File: config.mk
export PLATFORM = sky130hd
export DESIGN_NAME = pulse_event_detector
export DESIGN_NICKNAME = d
export VERILOG_FILES = /design/src/rtl/preproc_pkg.sv /design/src/rtl/fifo_read_stage.sv /design/src/rtl/pulse_event_detector.sv
export SDC_FILE = /design/constraint.sdc
export NUM_CORES = 1
export LEC_CHECK = 0
export CAP_MARGIN = 5
export CORE_ASPECT_RATIO = 0.9
export CORE_MARGIN = 5
export CORE_UTILIZATION = 54
export CTS_BUF_LIST = sky130_fd_sc_hd__clkbuf_16
export DETAILED_ROUTE_END_ITERATION = 12
export HOLD_SLACK_MARGIN = 0.1
export PLACE_DENSITY = 0.87
export SETUP_SLACK_MARGIN = 0.3
export SYNTH_ARGS = -nofsm -noshare
export SYNTH_HDL_FRONTEND = slang
export SYNTH_SLANG_ARGS = --single-unit
File: constraint.sdc
create_clock -name clk210_p -period 4 [get_ports clk210_p]
set_input_delay 0.8 -clock clk210_p [delete_from_list [all_inputs] [get_ports clk210_p]]
set_output_delay 0.8 -clock clk210_p [all_outputs]
set_load 0.02 [all_outputs]
File: src/rtl/preproc_pkg.sv
// Shared definitions for the ADC pulse path: widths, detector states,
// sample bus layout {time, adc} and event record field offsets.
package preproc_pkg;

    localparam int DATA_W = 16;
    localparam int TIME_W = 64;
    localparam int CNT_W  = 16;

    typedef enum logic [1:0] {
        ST_IDLE     = 2'd0,
        ST_IN_PULSE = 2'd1,
        ST_WAIT_LOW = 2'd2
    } state_e;

    // Event record: {truncated, peak_time, peak_value, width}
    localparam int EV_WIDTH_LSB = 0;
    localparam int EV_PEAK_LSB  = 16;
    localparam int EV_TIME_LSB  = 32;
    localparam int EV_TRUNC_BIT = 96;
    localparam int EV_W         = 97;

    // Sample bus: {time, adc}
    localparam int SMP_ADC_LSB  = 0;
    localparam int SMP_TIME_LSB = 16;
    localparam int SMP_W        = 80;

    function automatic logic [CNT_W-1:0] sat_inc(input logic [CNT_W-1:0] v);
        return (v == '1) ? v : v + 1'b1;
    endfunction

endpackage

File: src/rtl/fifo_read_stage.sv
// FIFO drain front end: gates the read enable and aligns a valid flag with
// the standard-mode FIFO output, which lags rd_en by one cycle.
module fifo_read_stage #(
    parameter int DATA_W = 16,
    parameter int TIME_W = 64
) (
    input  logic                     clk,
    input  logic                     rst_n,
    input  logic                     enable_i,
    input  logic                     fifo_empty_i,
    input  logic [TIME_W+DATA_W-1:0] fifo_dout_i,
    output logic                     rd_en_o,
    output logic                     sample_vld_o,
    output logic [DATA_W-1:0]        sample_adc_o,
    output logic [TIME_W-1:0]        sample_time_o
);

    logic sample_vld_q;

    // Reset term keeps the FIFO untouched while the detector is held in reset.
    assign rd_en_o = enable_i & ~fifo_empty_i & rst_n;

    always_ff @(posedge clk or negedge rst_n) begin
        if (!rst_n) sample_vld_q <= 1'b0;
        else        sample_vld_q <= rd_en_o;
    end

    assign sample_vld_o  = sample_vld_q;
    assign sample_adc_o  = fifo_dout_i[DATA_W-1:0];
    assign sample_time_o = fifo_dout_i[TIME_W+DATA_W-1:DATA_W];

endmodule

File: src/rtl/pulse_event_detector.sv
// Threshold pulse detector: one record {truncated, peak_time, peak, width} per
// pulse into a single-entry slot. Define PULSE_TIMEOUT_EN for forced termination.
module pulse_event_detector #(
    parameter int          DATA_W    = 16,
    parameter int          TIME_W    = 64,
    parameter logic [15:0] MAX_WIDTH = 16'd4096
) (
    input  logic                        clk210_p,
    input  logic                        reset_n_p,
    input  logic                        enable_p,
    input  logic [DATA_W-1:0]           threshold_p,
    input  logic                        fifo_adc_empty_p,
    output logic                        fifo_adc_rd_en_p,
    input  logic [TIME_W+DATA_W-1:0]    fifo_adc_dout_p,
    output logic                        event_valid_p,
    input  logic                        event_ready_p,
    output logic [TIME_W+DATA_W+16:0]   event_data_p,
    output logic [15:0]                 events_dropped_p
);
    import preproc_pkg::*;

    localparam int REC_W = TIME_W + DATA_W + 17;

    logic              sample_vld;
    logic [DATA_W-1:0] sample_adc;
    logic [TIME_W-1:0] sample_time;
    logic              above;

    state_e            state_q, state_d;
    logic [DATA_W-1:0] peak_q, peak_d;
    logic [TIME_W-1:0] ptime_q, ptime_d;
    logic [15:0]       width_q, width_d;
    logic              fin, trunc;
    logic              ev_valid_q, ev_valid_d;
    logic [REC_W-1:0]  ev_data_q, ev_data_d;
    logic [15:0]       dropped_q, dropped_d;
    logic              load, drop;

    fifo_read_stage #(.DATA_W(DATA_W), .TIME_W(TIME_W)) u_rd (
        .clk          (clk210_p),
        .rst_n        (reset_n_p),
        .enable_i     (enable_p),
        .fifo_empty_i (fifo_adc_empty_p),
        .fifo_dout_i  (fifo_adc_dout_p),
        .rd_en_o      (fifo_adc_rd_en_p),
        .sample_vld_o (sample_vld),
        .sample_adc_o (sample_adc),
        .sample_time_o(sample_time)
    );

    assign above = sample_adc > threshold_p;

    always_ff @(posedge clk210_p or negedge reset_n_p) begin
        if (!reset_n_p) begin
            state_q    <= ST_IDLE;
            peak_q     <= '0;
            ptime_q    <= '0;
            width_q    <= '0;
            ev_valid_q <= 1'b0;
            ev_data_q  <= '0;
            dropped_q  <= '0;
        end else begin
            state_q    <= state_d;
            peak_q     <= peak_d;
            ptime_q    <= ptime_d;
            width_q    <= width_d;
            ev_valid_q <= ev_valid_d;
            ev_data_q  <= ev_data_d;
            dropped_q  <= dropped_d;
        end
    end

    always_comb begin
        state_d = state_q;
        if (sample_vld) begin
            case (state_q)
                ST_IDLE:     if (above) state_d = ST_IN_PULSE;
                ST_IN_PULSE: begin
                    if (!above) state_d = ST_IDLE;
`ifdef PULSE_TIMEOUT_EN
                    else if (width_d == MAX_WIDTH) state_d = ST_WAIT_LOW;
`endif
                end
                ST_WAIT_LOW: if (!above) state_d = ST_IDLE;
                default:     state_d = ST_IDLE;
            endcase
        end
    end

    // Datapath / finalise. The record is built from the *_d values: on a normal
    // termination they equal the held values, on a timeout they include the last sample.
    always_comb begin
        peak_d  = peak_q;
        ptime_d = ptime_q;
        width_d = width_q;
        fin     = 1'b0;
        trunc   = 1'b0;
        if (sample_vld) begin
            case (state_q)
                ST_IDLE: if (above) begin
                    peak_d  = sample_adc;
                    ptime_d = sample_time;
                    width_d = 16'd1;
                end
                ST_IN_PULSE: begin
                    if (above) begin
                        width_d = sat_inc(width_q);
                        if (sample_adc > peak_q) begin
                            peak_d  = sample_adc;
                            ptime_d = sample_time;
                        end
`ifdef PULSE_TIMEOUT_EN
                        if (width_d == MAX_WIDTH) begin
                            fin   = 1'b1;
                            trunc = 1'b1;
                        end
`endif
                    end else begin
                        fin = 1'b1;
                    end
                end
                default: ;
            endcase
        end
    end

`ifndef PULSE_TIMEOUT_EN
    logic unused_max_width;
    assign unused_max_width = ^MAX_WIDTH;
`endif

    always_comb begin
        load       = fin & (~ev_valid_q | event_ready_p);
        drop       = fin & ev_valid_q & ~event_ready_p;
        ev_valid_d = ev_valid_q & ~event_ready_p;
        ev_data_d  = ev_data_q;
        dropped_d  = drop ? sat_inc(dropped_q) : dropped_q;
        if (load) begin
            ev_valid_d = 1'b1;
            ev_data_d  = {trunc, ptime_d, peak_d, width_d};
        end
    end

    assign event_valid_p    = ev_valid_q;
    assign event_data_p     = ev_data_q;
    assign events_dropped_p = dropped_q;

endmodule
# ---- After elaboration in Yosys (flattened, before gate mapping)
# Cells that the tools add are included.
dict set report totals {
  out_inout_bits 115
  ff_bits 212
}
dict set report classes {
  n_mux 22
  n_lt_le_gt_ge 2
  n_bitwise 11
  n_eq_ne 6
  add_sub_neg 2
  n_reduce_logical 4
}
# cell count
set ops {}
lappend ops {{2-to-1 mux 64 bit} 4}
lappend ops {{2-to-1 mux 16 bit} 8}
lappend ops {{case mux 64 bit (2 select lines)} 1}
lappend ops {{case mux 16 bit (2 select lines)} 2}
lappend ops {{adder 16 x 1 -> 16 bit (second input constant)} 2}
lappend ops {{== test 16 bit (second input constant)} 2}
lappend ops {{> comparator 16 bit} 2}
lappend ops {{bitwise AND 1 bit} 6}
lappend ops {{2-to-1 mux 1 bit} 4}
lappend ops {{2-to-1 mux 2 bit} 2}
lappend ops {{inequality test 2 bit (second input constant)} 2}
lappend ops {{inverter 1 bit} 4}
lappend ops {{case mux 2 bit (2 select lines)} 1}
lappend ops {{AND reduction 3 bit} 1}
lappend ops {{== test 2 x 1 -> 1 bit (second input constant)} 1}
lappend ops {{== test 2 bit (second input constant)} 1}
lappend ops {{logical NOT 2 bit} 1}
lappend ops {{AND reduction 2 bit} 1}
lappend ops {{OR reduction 2 bit} 1}
lappend ops {{OR 1 bit} 1}

# ---- Logic depth before layout (Yosys ltp)
dict set report logic_depth {
  ltp_word 7
  ltp_mapped 14
}

# ---- Modules after synthesis
# Synthesis repeated with hierarchy kept, for this count alone.
dict set report hier_totals {
  hier_cells 1119
  area_unflattened_um2 10363.7
}
# module area_each_um2 n_inst seq_area_each_um2 cells_each
set by_module_without_submodules {}
lappend by_module_without_submodules {pulse_event_detector 9729.3 1 5255.0 1037}
lappend by_module_without_submodules {fifo_read_stage 634.4 1 25.0 82}

# ---- Worst setup path before layout
# Ideal clock, no wire load.
dict set report synth_timing {
  path_kind {input to register}
  startpoint {in threshold_p[13]}
  endpoint {reg ev_data_q[19], in the netlist event_data_p[19]}
  path_buffers 2
  setup_time_ns 0.125
  required_time_ns 3.875
  slack_ns 0.707
  cell_stages 13
  arrival_ns 3.168
  path_cell_list {inv_1 -> ha_1 -> a21oi_1 -> nor2_1 -> a211o_1 -> nor3_1 -> or2_2 -> ha_1 -> nand2_1 -> nor2b_1 -> clkbuf_1 -> clkbuf_1 -> mux2_2}
}
dict set report synth_via {
  elab_chain_cells 5
  word_cells_on_any_way 9
  cone_classes {1 x order compare; 7 x mux; 1 x bitwise}
}
# item line
set synth_rtl {}
lappend synth_rtl {{from (decl)} pulse_event_detector.sv:11} ;# input logic [DATA_W-1:0] threshold_p,
lappend synth_rtl {{> comparator 16 bit (*)} pulse_event_detector.sv:51} ;# assign above = sample_adc > threshold_p;
lappend synth_rtl {{2-to-1 mux 1 bit} pulse_event_detector.sv:106} ;# if (above) begin
lappend synth_rtl {{2-to-1 mux 1 bit} pulse_event_detector.sv:99} ;# case (state_q)
lappend synth_rtl {{2-to-1 mux 1 bit} pulse_event_detector.sv:98} ;# if (sample_vld) begin
lappend synth_rtl {{bitwise AND 1 bit} pulse_event_detector.sv:133} ;# load = fin & (~ev_valid_q | event_ready_p);
lappend synth_rtl {{to (signal assigned)} pulse_event_detector.sv:68} ;# ev_data_q <= ev_data_d;
lappend synth_rtl {{to (decl)} pulse_event_detector.sv:35} ;# logic [REC_W-1:0] ev_data_q, ev_data_d;
# Every way passes the cells marked *; elsewhere a longest branch is shown, timed or not.
# A chain may end at the register's enable or synchronous reset.

# ---- Worst setup path in the final report
dict set report layout_timing {
  startpoint {in threshold_p[15]}
  endpoint {reg ev_data_q[25], in the netlist event_data_p[25]}
}
# Same word-level chain as after synthesis.

==> metrics.md <==
| Metric | Value |
|---|---|
| Gate count after technology mapping | 678 |
| Filler Cell Count | 1131 |
| Port bufs | 214 |
| Clock transition at path regs | 0.06 ns |
| Period utilization | 85.1% |
| Initial antenna violation count | 0 |
| Post-synth top area share | 56.1% |
| Global placement routability congestion | 0.872 |
| CTS Root Cell | clkbuf_16 |
| Power Dens Cells | 661 nW/µm² |
| P&R area growth vs syn | 34.3% |
| Max-slew headroom | 30.8% |
| Total die area | 20200 µm² |
| Synthesized net count | 814 |
| Switching Share | 30.2% |
| Wire length per cell after detailed routing | 18.4 µm |
| Cell area after synthesis | 9420 µm² |
| Largest cells by area after synthesis | dfrtp_1 56%, mux2_4 13%, mux2_2 10% |
| Count of warnings emitted by yosys | 0 |
| Req. time, crit path | 4.37 ns |
| Worst-case vdd ir drop | 0.413 mV |
| Worst slew pin tran | 1.04 ns |
| Proportion of layout cells with a drive suffix above 1 | 24.7% |
| WP data arrival | 3.77 ns |
| Combinational cell fraction of total power | 36.6% |
| Clock net sink count | 211 |
| Avg Cell Area, Syn | 13.9 µm² |
| Site row count | 45 |
| Total wire length after detailed routing | 21.3 mm |
| GR Util All Layers | 20.9% |
| Setup tns final | 0 ns |
| Vias in the first global route | 6412 |
| Worst setup path start | threshold_p[15] |
| Cell type with the highest aggregate area in the netlist | dfrtp_1 |
| Total leakage power | 5.95 nW |
| HP Class | in2async |
| Die width | 149 µm |
| Final max-slew violation count | 0 |
| Fraction of the yosys area taken by sequential cells | 56.1% |
| Antenna Cells | 0 |
| Total via count after detailed routing | 6110 |
| Clock skew after layout | 0.0128 ns |
| Initial core utilization | 55.4% |
| Worst setup slack for register-to-register paths | 1.09 ns |
| Number of enable-type register cells in the synthesized netlist | 0 |
| Dominant register cell in the synthesized netlist | dfrtp_1 |
| Most common cell after layout, fill and taps aside | clkdlybuf4s50_1 |
| Unrepaired setup endpoints after global routing | false |
| Post-synth ARST share | 100% |
| Internal power component | 5.84 mW |
| Count of TritonRoute iterations in the first routing pass | 4 |
| Number of H-tree branching levels | 1 |
| Hold Fails Final Rpt | 0 |
| Critical Path Sink Type | flip-flop |
| WHS | 0.216 ns |
| TritonCTS clock tree | done |
| Remaining antenna violation count after routing | 0 |
| Drc violations | 0 |
| Startpoint of the most critical register-to-register path | peak_q[5]$_DFF_PN0_ |
| Count of state elements after synthesis | 211 |
| Die Y | 135 µm |
| Post-layout min period | 3.41 ns |
| Final net count | 1046 |
| Ports | 216 |
| Crit Path Class | in2reg |
| Final Setup Violations | 0 |
| Net switching component of the power | 2.53 mW |
| Insertion delay of the later-clocked pin in the worst-skew pair | 0.49 ns |
| Kind of launch point of the worst setup path | input port |
| Number of buffers created by CTS | 22 |
| MaxCap Viol Count | 0 |
| Dpl hpwl | 15.1 mm |
| Number of vias per cell after detailed routing | 5.27 |
| Grt ovf | 0 |
| Number of buffers on the longest clock path | 3 |
| Number of DRC violations after detailed-routing iteration 0 | 305 |
| Maximum fanout along the worst path | 23 |
| Maximum achievable frequency | 0.294 GHz |
| Seq pwr share | 40.0% |
| Core Footprint | 17000 µm² |
| Distinct cell type count after synthesis | 48 |
| Top library cells by usage in the layout, fill and taps aside | 213 x clkdlybuf4s50_1, 211 x dfrtp_1, 87 x mux2_2 |
| Clk network pwr share | 23.4% |
| Pin count of the biggest net entering global routing | 171 |
| First-pass GRT wire length | 34.3 mm |
| Run status | finished clean |
## worst max-delay path, cell delays in order
cell,delay (ns)
clkdlybuf4s50_1,0.46
inv_1,0.05
ha_1,0.30
nand4_1,0.13
or2_1,0.32
a211oi_2,0.31
nor3_1,0.09
or2_2,0.30
ha_1,0.19
nand2_1,0.14
nor2b_4,0.06
buf_12,0.15
buf_12,0.16
mux2_2,0.28
## cell families (layout without fill, tap and decap cells)
logic type | count (synthesis) | count (layout) | synth area share, %
xor gates and xnor gates | 22 | 22 | 2.05
AOI/OAI and AO/OA | 56 | 56 | 4.13
muxes | 167 | 167 | 23.2
and+or+nand+nor | 126 | 126 | 6.79
adders and majority gates | 35 | 35 | 4.65
buffers and inverters | 60 | 306 | 3.12
DFF | 211 | 211 | 56.1
other | 1 | 1 | 0.0398
## cell usage after synthesis, types with 5 or more instances
cell and count:
inv_1 33, mux2_2 87, mux2_4 80, nor2_1 24, buf_6 8, a21oi_1 14, and3_1 8, nor4_1 5
o21ai_0 8, nand2_1 31, nand4_1 14, clkbuf_1 15, xnor2_1 20, o31ai_1 5, nor3_1 6, nand3_1 17
ha_1 35, dfrtp_1 211, a211oi_1 6
## cell type report
class,count,area [µm²],share of cell area [%]
Inverter,33,124,0.979
Sequential cell,211,5280,41.7
Tap cell,235,294,2.32
Timing Repair Buffer,235,2400,19.0
Clock buffer,23,576,4.55
Clock inverter,15,116,0.920
Multi-Input combinational cell,407,3860,30.5
## final timing paths
path	depth (start not counted)	end
hold / removal	1	ptime_q[48]$_DFF_PN0_
min in group clk210_p	2	event_data_p[12]$_DFFE_PN0P_
setup reg to reg	10	event_data_p[80]$_DFFE_PN0P_
hold reg to reg	2	event_data_p[12]$_DFFE_PN0P_
max in group asynchronous	2	ptime_q[32]$_DFF_PN0_
setup / recovery	14	event_data_p[25]$_DFFE_PN0P_
## state kept, by name, summed over array words and instances (netlist names)
signal,count
event_data_p,96
events_dropped_p,16
width_q,16
peak_q,16
state_q,1
ptime_q,64
u_rd.sample_vld_o,1
event_valid_p,1
## layer usage
metal | vias to the layer above | wire length [µm] | global-route usage, %
li1 | 2874 | - | -
met1 | 3002 | 9100 | 28.6
met2 | 187 | 10200 | 33.8
met3 | 47 | 1340 | 4.72
met4 | 0 | 703 | 6.35
met5 | - | 0 | 0
## repair_timing
action / 4_1_cts / 5_1_grt
setup endpoints to repair: 0 / 31
setup buffers: 0 / 5
hold buffers: 0 / 0
resized for setup: 0 / 1
## power groups by stage
| stage | Clock (mW) | Sequential (mW) | Combinational (mW) |
|---|---|---|---|
| finish | 1.96 | 3.35 | 3.06 |
| global route | 2.10 | 3.45 | 3.29 |
| CTS | 2.01 | 3.35 | 3.10 |
| detailed placement | 0 | 3.37 | 3.07 |
| global placement | 0 | 3.34 | 2.99 |
| floorplan | 0 | 3.76 | 1.35 |
## stage by stage
| stage | setup WS, ns | power, mW | util, % | cell area, µm² | instances |
|---|---|---|---|---|---|
| 2_1_floorplan | 0.707 | 5.11 | - | 9420 | 678 |
| 3_3_place_gp | 0.0584 | 6.33 | 70.0 | 11900 | 1116 |
| 3_5_place_dp | 0.0205 | 6.44 | 70.0 | 11900 | 1116 |
| 4_1_cts | 0.519 | 8.46 | 74.1 | 12600 | 1154 |
| 5_1_grt | 0.394 | 8.84 | 74.4 | 12700 | 1159 |
| 6_report | 0.595 | 8.37 | 74.4 | 12700 | 1159 |
Note: power is estimated with default switching activity, not from simulation.
